==> src/rtl/write_rr_arbiter.sv <==
// rtl/write_rr_arbiter.sv - round-robin write request arbiter with per-packet lock and burst cap
module write_rr_arbiter #(
    parameter int num_of_ports = 16,
    parameter int max_burst    = 64,
    parameter int cnt_width    = 8
) (
    input  logic                    clk,
    input  logic                    rst,
    input  logic [num_of_ports-1:0] req,
    input  logic [num_of_ports-1:0] last,
    input  logic                    ready,
    output logic [3:0]              select,
    output logic                    enable,
    output logic [num_of_ports-1:0] grant,
    output logic [num_of_ports-1:0] ack,
    output logic                    busy
);

    typedef enum logic {IDLE = 1'b0, HOLD = 1'b1} state_t;

    localparam int burst_lim_i = (max_burst == 0) ? 0 : max_burst - 1;
    localparam logic [cnt_width-1:0] burst_lim = burst_lim_i[cnt_width-1:0];
    localparam logic [num_of_ports-1:0] one_hot_base = {{(num_of_ports-1){1'b0}}, 1'b1};

    state_t                  state, state_next;
    logic [3:0]              pointer, pointer_next;
    logic [3:0]              select_next;
    logic [num_of_ports-1:0] grant_next;
    logic                    busy_next;
    logic [cnt_width-1:0]    beat_cnt, cnt_next;
    logic [3:0]              pick;
    logic                    found;
    logic                    release_now;

    // Rotating-priority search starting at the pointer, wrapping 15 -> 0.
    always_comb begin
        pick  = '0;
        found = 1'b0;
        for (int i = 0; i < num_of_ports; i++) begin
            if (!found && req[pointer + 4'(i)]) begin
                pick  = pointer + 4'(i);
                found = 1'b1;
            end
        end
    end

    always_comb begin
        state_next   = state;
        select_next  = select;
        grant_next   = grant;
        busy_next    = busy;
        pointer_next = pointer;
        cnt_next     = beat_cnt;
        enable       = 1'b0;
        release_now  = 1'b0;
        case (state)
            IDLE: begin
                if (found) begin
                    state_next  = HOLD;
                    select_next = pick;
                    grant_next  = one_hot_base << pick;
                    busy_next   = 1'b1;
                    cnt_next    = '0;
                end
            end
            HOLD: begin
                enable      = req[select] & ready;
                release_now = enable &
                              (last[select] || ((max_burst != 0) && (beat_cnt == burst_lim)));
                if (release_now) begin
                    state_next   = IDLE;
                    grant_next   = '0;
                    busy_next    = 1'b0;
                    pointer_next = select + 4'd1;
                    cnt_next     = '0;
                end else if (enable && (beat_cnt != '1)) begin
                    cnt_next = beat_cnt + 1'b1;
                end
            end
            default: state_next = IDLE;
        endcase
    end

    always_ff @(posedge clk) begin
        if (rst) begin
            state    <= IDLE;
            select   <= '0;
            grant    <= '0;
            busy     <= 1'b0;
            pointer  <= '0;
            beat_cnt <= '0;
        end else begin
            state    <= state_next;
            select   <= select_next;
            grant    <= grant_next;
            busy     <= busy_next;
            pointer  <= pointer_next;
            beat_cnt <= cnt_next;
        end
    end

    assign ack = grant & {num_of_ports{enable}};

endmodule

==> config.mk <==
export PLATFORM = sky130hd
export DESIGN_NAME = write_rr_arbiter
export DESIGN_NICKNAME = d
export VERILOG_FILES = /design/src/rtl/write_rr_arbiter.sv
export SDC_FILE = /design/constraint.sdc
export NUM_CORES = 1
export LEC_CHECK = 0
export CORE_ASPECT_RATIO = 1.75
export CORE_MARGIN = 8
export CORE_UTILIZATION = 55
export DETAILED_ROUTE_END_ITERATION = 10
export GPL_ROUTABILITY_DRIVEN = 0
export GPL_TIMING_DRIVEN = 1
export HOLD_SLACK_MARGIN = 0.12
export PLACE_DENSITY = 0.82
export SYNTH_ARGS = -nofsm -noshare
export SYNTH_HDL_FRONTEND = slang
export SYNTH_SLANG_ARGS = --single-unit
==> constraint.sdc <==
create_clock -name clk -period 9 [get_ports clk]
set_input_delay 1.8 -clock clk [delete_from_list [all_inputs] [get_ports clk]]
set_output_delay 1.8 -clock clk [all_outputs]
set_load 0.05 [all_outputs]
## After elaboration in Yosys (flattened, before gate mapping)

Index checks and enable logic that the tools add are counted.

- Order comparisons: 17
- Mux-type cells: 82
- Bitwise logic cells: 4
- Shift-type cells: 1
- Add/sub/neg operators: 17
- Reductions and logical operators: 36
- Eq/ne operators: 5

Operators with widths:

| cell | number |
|---|---|
| 4-bit by 5-bit less-than comparator with 1-bit output (second input constant) | 17 |
| 1-bit binary-select mux with 4-bit select | 18 |
| 4-bit two-way mux | 16 |
| 1-bit two-way mux | 39 |
| 4-bit adder (second input constant) | 8 |
| 16-bit two-way mux | 2 |
| 16-bit case mux with 2 select lines | 1 |
| 8-bit two-way mux | 3 |
| 4-bit by 3-bit adder with 4-bit output (second input constant) | 4 |
| 16-bit bitwise AND | 1 |
| 1-bit logical AND | 16 |
| 8-bit case mux with 2 select lines | 1 |
| 1-bit by 4-bit left shift with 16-bit output (first input constant) | 1 |
| 1-bit zero test | 15 |
| 4-bit by 1-bit adder with 4-bit output (second input constant) | 2 |
| 4-bit by 2-bit adder with 4-bit output (second input constant) | 2 |
| 8-bit by 1-bit adder with 8-bit output (second input constant) | 1 |
| 8-bit by 6-bit == test with 1-bit output (second input constant) | 1 |
| 8-bit inequality test (second input constant) | 1 |
| 2-bit AND reduction | 4 |
| 1-bit case mux with 2 select lines | 2 |
| 3-bit by 1-bit inequality test with 1-bit output (second input constant) | 1 |
| 1-bit bitwise AND | 2 |
| 2-bit by 1-bit inequality test with 1-bit output (second input constant) | 1 |
| other kinds (3) | 3 |

- Bits in registers: 34

## Depth between registers and ports, before layout

Gate-level depths: netlist of run 1.

- Depth in word-level cells: 51
- Depth in mapped cells: 17
- Depth with buffers taken out: 11

## Least setup slack after synthesis of run 1

OpenSTA, ideal clock, no wires.

- Path type: input -> output
- From: input port req[15]
- To: output port ack[10]
- Slack: 3499 ps
- Stages on the path: 6
- Buffers on the path: 1
- Arrival time: 3701 ps
- Cells stage by stage: mux4_2 mux4_2 nand2_1 nor2_1 clkbuf_1 and2_1

- Word-level cells in the longest chain between the ends: 5

RTL lines:

| what | line | RTL |
|---|---|---|
| start, declared | 9 | `input logic [num_of_ports-1:0] req,` |
| 1-bit binary-select mux with 4-bit select | 67 | `enable = req[select] & ready;` |
| 1-bit two-way mux (not written as such) | 67 |  |
| 1-bit bitwise AND | 67 |  |
| 1-bit two-way mux | 56 | `case (state)` |
| net enable | 13 | `output logic enable,` |
| 16-bit bitwise AND | 102 | `assign ack = grant & {num_of_ports{enable}};` |
| end, declared | 15 | `output logic [num_of_ports-1:0] ack,` |

The timed path passes the listed nets, and every way through them passes these cells. The select of a mux whose other input is x is not followed.

## Worst setup path after layout of run 1

- From: input port req[5]
- To: output port ack[11]

- Word-level cells in the longest chain between the ends: 5

RTL lines:

| what | line |
|---|---|
| 1-bit binary-select mux with 4-bit select | 67 |
| 1-bit two-way mux (not written as such) | 67 |
| 1-bit bitwise AND | 67 |
| 1-bit two-way mux | 56 |
| 16-bit bitwise AND | 102 |

No other way between the ends. The select of a mux whose other input is x is not followed.

==> run metrics, run 1 <==
Worst EP arrival=4850 ps; Detailed Routing Iterations Pass 1=5; crit path capture type=output pin; critical path startpoint category=input port; H-tree depth=2; vias in the first global route=4472; Nets=590; post-detail-place hpwl=11000 microns; Starting DRT DRC Count=467; TNS Setup=0 ps; Max VDD drop=0.139 mV; slew margin rel.=28.7%; post-synthesis cell area=4450 sq um; vias per cell=7.06; yosys synthesis warning count=0; status=completed; Die W=84.0 microns; Num CTS Buffers=5; GRT Util Overall=24.6%; Skew-Pair Late Insertion Delay=280 ps; routed via count=4499; Ant. Diodes=0; wire length of the first global-routing pass=23100 microns; largest net degree at the start of global routing=37; Seq/Total Area, Yosys=15.3%; Crit Path Max Fanout=17; Slowest-stage cell, CP=clkdlybuf4s50_1; PD cells=141 nW/um^2; Seq cells post-synth=34; Tot Pwr=0.000753 W; share of cells above drive strength 1=16.8%; Place WS=2170 ps; Worst Setup SP=req[5]; postcts setup bufs=0; Crit path required time=7200 ps; Final period util=73.9%; CP max stage delay=810 ps; cts hold-fix bufs=0; area of the multi-input gates=3550 sq um; min-delay src=grant[4]; final setup fails=0; antenna violations before repair=0; DRC=0; post-synthesis cell count=494; Register Area=682 sq um; Least-Margin Pin Slew=1040 ps; fin area=5330 sq um; Synth async-reset ratio=0%; number of synthesized flops with an enable pin=0; Syn Area/Cell=9.01 sq um; DR WL/cell=22.3 microns; crit path cell chain=clkdlybuf4s50_1 > mux4_2 > mux4_2 > nand2_1 > nor2_1 > and2_1 > clkdlybuf4s50_1; Fmax=150 MHz; area grow syn2layout=19.7%; Primary FF master, synth=dfxtp_1; type of the tightest min-delay check=register to register; WS Path Type=input port to output pin; root buffer cell=clkbuf_16; worst setup slack after layout=2350 ps; final hold violations=0; GRT Residual Overflow=0; Routed Antenna Nets=0; Distinct cells, synth=78; minimum clock period=6650 ps; FP Rows=43; reg2reg start=pointer[0]; DP Area=5160 sq um; DRT Wirelength=14200 microns; initial core utilization=56.3%; Die H=135 microns; cts repair resizes=0; Max-Cap Viols=0; port bufs=72; syn nets=538; skew final=2.20 ps; Clock Path Buffers=2; CTS clk-pin slew, worst paths=50 ps; Ports=73; static leakage=1.92 nW; TritonCTS clock tree=yes; unrepaired setup endpoints after global routing=false; clk sink count=34; core area=7910 sq um; Filler cells=612; full die area=11300 sq um; Pins Over Slew Limit=0
[sequential cells by signal (all words and copies together), names as in the netlist]
| signal | count |
|---|---|
| state | 1 |
| grant | 16 |
| busy | 1 |
| pointer | 4 |
| beat_cnt | 8 |
| select | 4 |
[area by class of cell]
| class | instances | area share (%) |
|---|---|---|
| multi-input combinational | 414 | 66.7 |
| sequential | 34 | 12.8 |
| clock buffer | 8 | 3.13 |
| inverter | 14 | 0.987 |
| timing repair buffer | 77 | 14.2 |
| tap | 90 | 2.11 |
[routing by layer]
| metal | share of wire, % | GRT usage [%] | wire [microns] | up-vias |
|---|---|---|---|---|
| met5 | 0 | 0 | 0 | - |
| met4 | 7.2 | 16.8 | 1020 | 0 |
| met3 | 6.2 | 3.20 | 877 | 83 |
| met2 | 54 | 44.1 | 7610 | 251 |
| met1 | 33 | 25.9 | 4700 | 2139 |
| li1 | - | - | - | 2026 |
[synthesized netlist by cell type (all sizes together) (3+ instances only)]
master | number | share of area [%]
nand4 | 5 | 0.84
a21boi | 4 | 0.67
o22ai | 6 | 0.84
nor2 | 40 | 3.4
or2 | 4 | 0.56
buf | 17 | 2.4
a221oi | 5 | 1.4
or3 | 5 | 0.82
dfxtp | 34 | 15
a31oi | 5 | 0.70
nand3 | 17 | 1.9
a211oi | 5 | 0.84
nand2 | 59 | 5.0
nor3 | 4 | 0.70
mux2 | 16 | 4.0
o21ai | 18 | 2.0
o41ai | 16 | 3.8
mux2i | 43 | 9.7
and3 | 6 | 0.84
clkbuf | 15 | 1.3
and2 | 18 | 2.5
a2111oi | 3 | 0.73
ha | 9 | 2.5
mux4 | 40 | 20
a21oi | 18 | 2.1
xnor2 | 11 | 2.2
inv | 14 | 1.2
nor2b | 5 | 0.70
xor2 | 5 | 0.98
[layout by cell type (no fill, tap or decap), types with 17 or more instances in the layout]
| cell | n |
|---|---|
| nand3_1 | 17 |
| mux4_2 | 38 |
| clkdlybuf4s50_1 | 72 |
| mux2i_1 | 43 |
| a21oi_1 | 17 |
| nand2_1 | 59 |
| and2_1 | 18 |
| nor2_1 | 40 |
| dfxtp_1 | 33 |
| o21ai_0 | 18 |
[worst paths after layout]
kind                   end  cells past startpoint  slack, ps
hold reg to reg   grant[4]                      2        480
setup / recovery   ack[11]                      7       2350
hold / removal    grant[4]                      2        480
setup reg to reg  grant[9]                     12       2560
[critical path, delay by kind of cell]
| family | cells | cell delay, ps |
|---|---|---|
| and+or+nand+nor | 3 | 1010 |
| muxes | 2 | 550 |
| buffers and inverters | 2 | 1490 |
[kinds of logic after synthesis]
| group | count (synthesis) | synth area share [%] |
|---|---|---|
| buffers and inverters | 46 | 4.84 |
| AND/OR/NAND/NOR | 177 | 20.2 |
| adder cells (fa/ha/maj) | 9 | 2.53 |
| multiplexers | 99 | 34.1 |
| flip-flops | 34 | 15.3 |
| AO/OA/AOI/OAI | 113 | 19.9 |
| XOR/XNOR | 16 | 3.15 |
[metrics by stage]
step                std cells  hold slack [ps]  utilization (%)
finish                    637              479             67.3
CTS                       637              484             67.3
floorplan                 494              462                -
detailed placement        629              470             65.2
global placement          629              459             65.2
global route              637              504             67.3
[where the power goes]
part	total (W)	switching (W)	internal, W	leakage [nW]
Sequential	0.000172	0.0000130	0.000159	0.277
Combinational	0.000395	0.000239	0.000156	1.56
Clock	0.000186	0.0000609	0.000125	0.0832
No activity file was read; power rests on OpenSTA's default activity.
==> run 2: changes to the inputs <==
==> constraint.sdc (replaced) <==
create_clock -name clk -period 6.7 [get_ports clk]
set_input_delay 1.34 -clock clk [delete_from_list [all_inputs] [get_ports clk]]
set_output_delay 1.34 -clock clk [all_outputs]
set_load 0.05 [all_outputs]
==> run metrics, run 2 (same netlist as run 1, synthesis figures left out) <==
status=completed; vias per cell=7.04; part of the power in the clock network=23.3%; Top Layer Used=met4; TritonCTS clock tree=yes; largest net degree at the start of global routing=37; most frequent cells in the layout=clkdlybuf4s50_1, nand2_1, mux2i_1; minimum clock period=5740 ps; full die area=11300 sq um; Starting DRT DRC Count=478; Nets=592; wire length of the first global-routing pass=22800 microns; area grow syn2layout=19.6%; post-detail-place hpwl=10800 microns; Clock Path Buffers=2; final setup fails=0; FP Rows=43; PD cells=188 nW/um^2; Tot Pwr=0.00100 W; TNS Setup=0 ps; core area=7910 sq um; Ant. Diodes=0; Detailed Routing Iterations Pass 1=7; largest register by flop count=grant; Die W=84.0 microns; Crit path required time=5360 ps; clk sink count=34; R2R depth=11; GRT Residual Overflow=0; Final period util=85.6%; share of cells above drive strength 1=16.9%; critical path startpoint category=input port; area of the multi-input gates=3550 sq um; cts hold-fix bufs=0; Least-Margin Pin Slew=1020 ps; met3 wire length=837 microns; final hold violations=0; min-delay src=grant[13]; postcts setup bufs=0; H-tree depth=2; Slowest-stage cell, CP=clkdlybuf4s50_1; Largest register FFs=16; port bufs=72; type of the tightest min-delay check=register to register; WHS Path Cells=2; Worst Setup SP=req[9]; Place WS=890 ps; Worst EP arrival=4400 ps; cts repair resizes=0; routed via count=4500; Num CTS Buffers=5; Sw Pwr=0.000429 W; CTS clk-pin slew, worst paths=50 ps; Register Area=682 sq um; skew final=3.92 ps; Filler cells=604; Flop pwr share=23.3%; GRT Util Overall=24.2%; vias in the first global route=4534; Pint=0.000572 W; DRC=0; slew margin rel.=30.1%; Pins Over Slew Limit=0; worst setup slack after layout=962 ps; crit path cell chain=clkdlybuf4s50_1 > mux4_2 > mux4_2 > nand2_1 > nor2_1 > and2_1 > clkdlybuf4s50_1; root buffer cell=clkbuf_16; CP max stage delay=820 ps; static leakage=1.92 nW; DP Area=5170 sq um; Crit Path Max Fanout=17; Skew-Pair Late Insertion Delay=280 ps; DRT Wirelength=14500 microns; unrepaired setup endpoints after global routing=false; Routed Antenna Nets=0; Fmax=174 MHz; placed cell count=631; initial core utilization=56.3%; Die H=135 microns; most common cell after layout, fill and taps aside=clkdlybuf4s50_1; antenna violations before repair=0; crit path capture type=output pin; Sw Share=42.9%; DR WL met2=7770 microns; Max VDD drop=0.208 mV; fin cells=639; WS Path Type=input port to output pin; routed length on met1=5090 microns; Ports=73; combinational share of power=53.4%; Max-Cap Viols=0; Regs by FF count=grant (16), beat_cnt (8); reg2reg start=pointer[0]; fin area=5320 sq um; DR WL/cell=22.6 microns
run 2: cell count changes in the layout (fill, tap and decap cells not counted):
cell      change
clkbuf_1      +1
clkbuf_8      -2
buf_4         +2
clkinv_2      +1
run 2: stage by stage:
| step | util (%) | hold slack [ps] |
|---|---|---|
| 5_1_grt | 67.3 | 500 |
| 4_1_cts | 67.3 | 489 |
| 3_5_place_dp | 65.4 | 467 |
| 2_1_floorplan | - | 462 |
| 3_3_place_gp | 65.4 | 455 |
| 6_report | 67.3 | 483 |
run 2: final cells by class:
class	instances	area share [%]
multi-input cells	414	66.8
inverters	14	0.988
flip-flops and latches	34	12.8
repair buffers	79	14.5
well taps	90	2.12
clock inverters	1	0.0941
clock buffers	7	2.68
run 2: worst paths after layout:
check / end / slack [ps]
max: ack[8] / 960
min: grant[13] / 480
max reg2reg: grant[2] / 1270
min reg2reg: grant[13] / 480
run 2: critical path, delay by kind of cell:
family                 cells  cell delay [ps]
buffers and inverters      2             1480
multiplexers               2              550
AND/OR/NAND/NOR            3             1010
run 2: metal layers:
layer | vias to the layer above | global-route usage [%]
met5 | - | 0
met4 | 0 | 15.1
met3 | 65 | 3.08
li1 | 2028 | -
met2 | 231 | 43.6
met1 | 2176 | 25.8
run 2: power by group through the flow:
stage | sequential, W | clock [W] | combinational (W)
6_report | 0.000233 | 0.000233 | 0.000535
5_1_grt | 0.000235 | 0.000239 | 0.000567
4_1_cts | 0.000233 | 0.000234 | 0.000522
3_5_place_dp | 0.000237 | 0 | 0.000520
3_3_place_gp | 0.000236 | 0 | 0.000508
2_1_floorplan | 0.000255 | 0 | 0.000364
==> run 3: changes to the inputs <==
==> constraint.sdc (replaced) <==
create_clock -name clk -period 7.24 [get_ports clk]
set_input_delay 1.448 -clock clk [delete_from_list [all_inputs] [get_ports clk]]
set_output_delay 1.448 -clock clk [all_outputs]
set_load 0.05 [all_outputs]
==> run metrics, run 3 (same netlist as run 1, synthesis figures left out) <==
status=completed; worst setup slack after layout=1270 ps; core area=7910 sq um; Least-Margin Pin Slew=1100 ps; TritonCTS clock tree=yes; min-delay src=grant[12]; DP Area=5170 sq um; FP Rows=43; DR WL/cell=22.5 microns; Die H=135 microns; vias in the first global route=4513; H-tree depth=2; Worst EP arrival=4520 ps; Fmax=168 MHz; final core utilization=67.8%; unrepaired setup endpoints after global routing=false; WS Path Type=input port to output pin; root buffer cell=clkbuf_16; largest net degree at the start of global routing=37; Clock Path Buffers=2; Worst Setup SP=req[13]; Starting DRT DRC Count=504; Crit path required time=5790 ps; Max VDD drop=0.338 mV; largest register by flop count=grant; GRT Residual Overflow=0; Skew-Pair Late Insertion Delay=280 ps; Die W=84.0 microns; antenna violations before repair=0; Largest register FFs=16; most frequent cells in the layout=clkdlybuf4s50_1, nand2_1, mux2i_1; placed cell count=630; reg2reg start=pointer[0]; fin area=5360 sq um; skew final=4.79 ps; PD cells=184 nW/um^2; cts repair resizes=0; DRT Wirelength=14300 microns; Crit Path Max Fanout=17; final setup fails=0; Regs by FF count=grant (16), beat_cnt (8); minimum clock period=5970 ps; fin cells=638; Max-Cap Viols=0; area grow syn2layout=20.5%; TNS Setup=0 ps; Slowest-stage cell, CP=clkdlybuf4s50_1; GRT Util Overall=24.2%; area of the multi-input gates=3550 sq um; CP max stage delay=810 ps; routed via count=4514; Nets=591; port bufs=72; cts hold-fix bufs=0; critical path startpoint category=input port; static leakage=1.94 nW; initial core utilization=56.3%; final hold violations=0; DRC=0; Routed Antenna Nets=0; Num CTS Buffers=5; CTS clk-pin slew, worst paths=50 ps; postcts setup bufs=0; Pins Over Slew Limit=0; wire length of the first global-routing pass=22700 microns; Ant. Diodes=0; crit path capture type=output pin; Filler cells=639; Register Area=682 sq um; type of the tightest min-delay check=register to register; Ports=73; clk sink count=34; full die area=11300 sq um; post-detail-place hpwl=10900 microns; Top delay family on crit path=buffers and inverters; slew margin rel.=24.9%; share of cells above drive strength 1=17.0%; vias per cell=7.08; Detailed Routing Iterations Pass 1=5; Final period util=82.4%; most common cell after layout, fill and taps aside=clkdlybuf4s50_1; crit path cell chain=clkdlybuf4s50_1 > mux4_2 > mux4_2 > nand2_1 > nor2_1 > and2_1 > clkdlybuf4s50_1; Place WS=1250 ps; crit path buf inv count=2
-- run 3: worst paths after layout --
check	to	slack (ps)	cells after the start
max reg2reg	grant[1]	1800	11
min	grant[12]	470	2
max	ack[10]	1270	7
min reg2reg	grant[12]	470	2
-- run 3: worst min-delay path, stage by stage, from the launching register on --
cell and delay, ps:
dfxtp_1 340, nand2_1 50, o41ai_1 50
-- run 3: through the flow --
stage / power (W) / hold WS [ps]
after floorplan: 0.000572 / 462
after global placement: 0.000688 / 460
after detailed placement: 0.000700 / 456
after CTS: 0.000978 / 476
after global routing: 0.00103 / 489
final: 0.000985 / 475
-- run 3: per-layer routing --
layer / track usage, % / up-vias / wire length, microns
met5: 0 / - / 0
met4: 17.9 / 0 / 1030
met3: 3.62 / 75 / 787
met2: 42.1 / 225 / 7530
met1: 25.7 / 2187 / 4990
li1: - / 2027 / -
-- run 3: final cells by class --
cell class              instances  area share [%]
multi-input cells             414            66.3
repair buffers                 78            14.3
flip-flops and latches         34            12.7
clock buffers                   5            2.33
well taps                      90            2.10
clock inverters                 3            1.28
inverters                      14           0.980
-- run 3: report_power, final --
group	leakage, nW	internal, W	switching (W)
Clock	0.0940	0.000198	0.0000798
Combinational	1.57	0.000194	0.000298
Sequential	0.277	0.000198	0.0000167
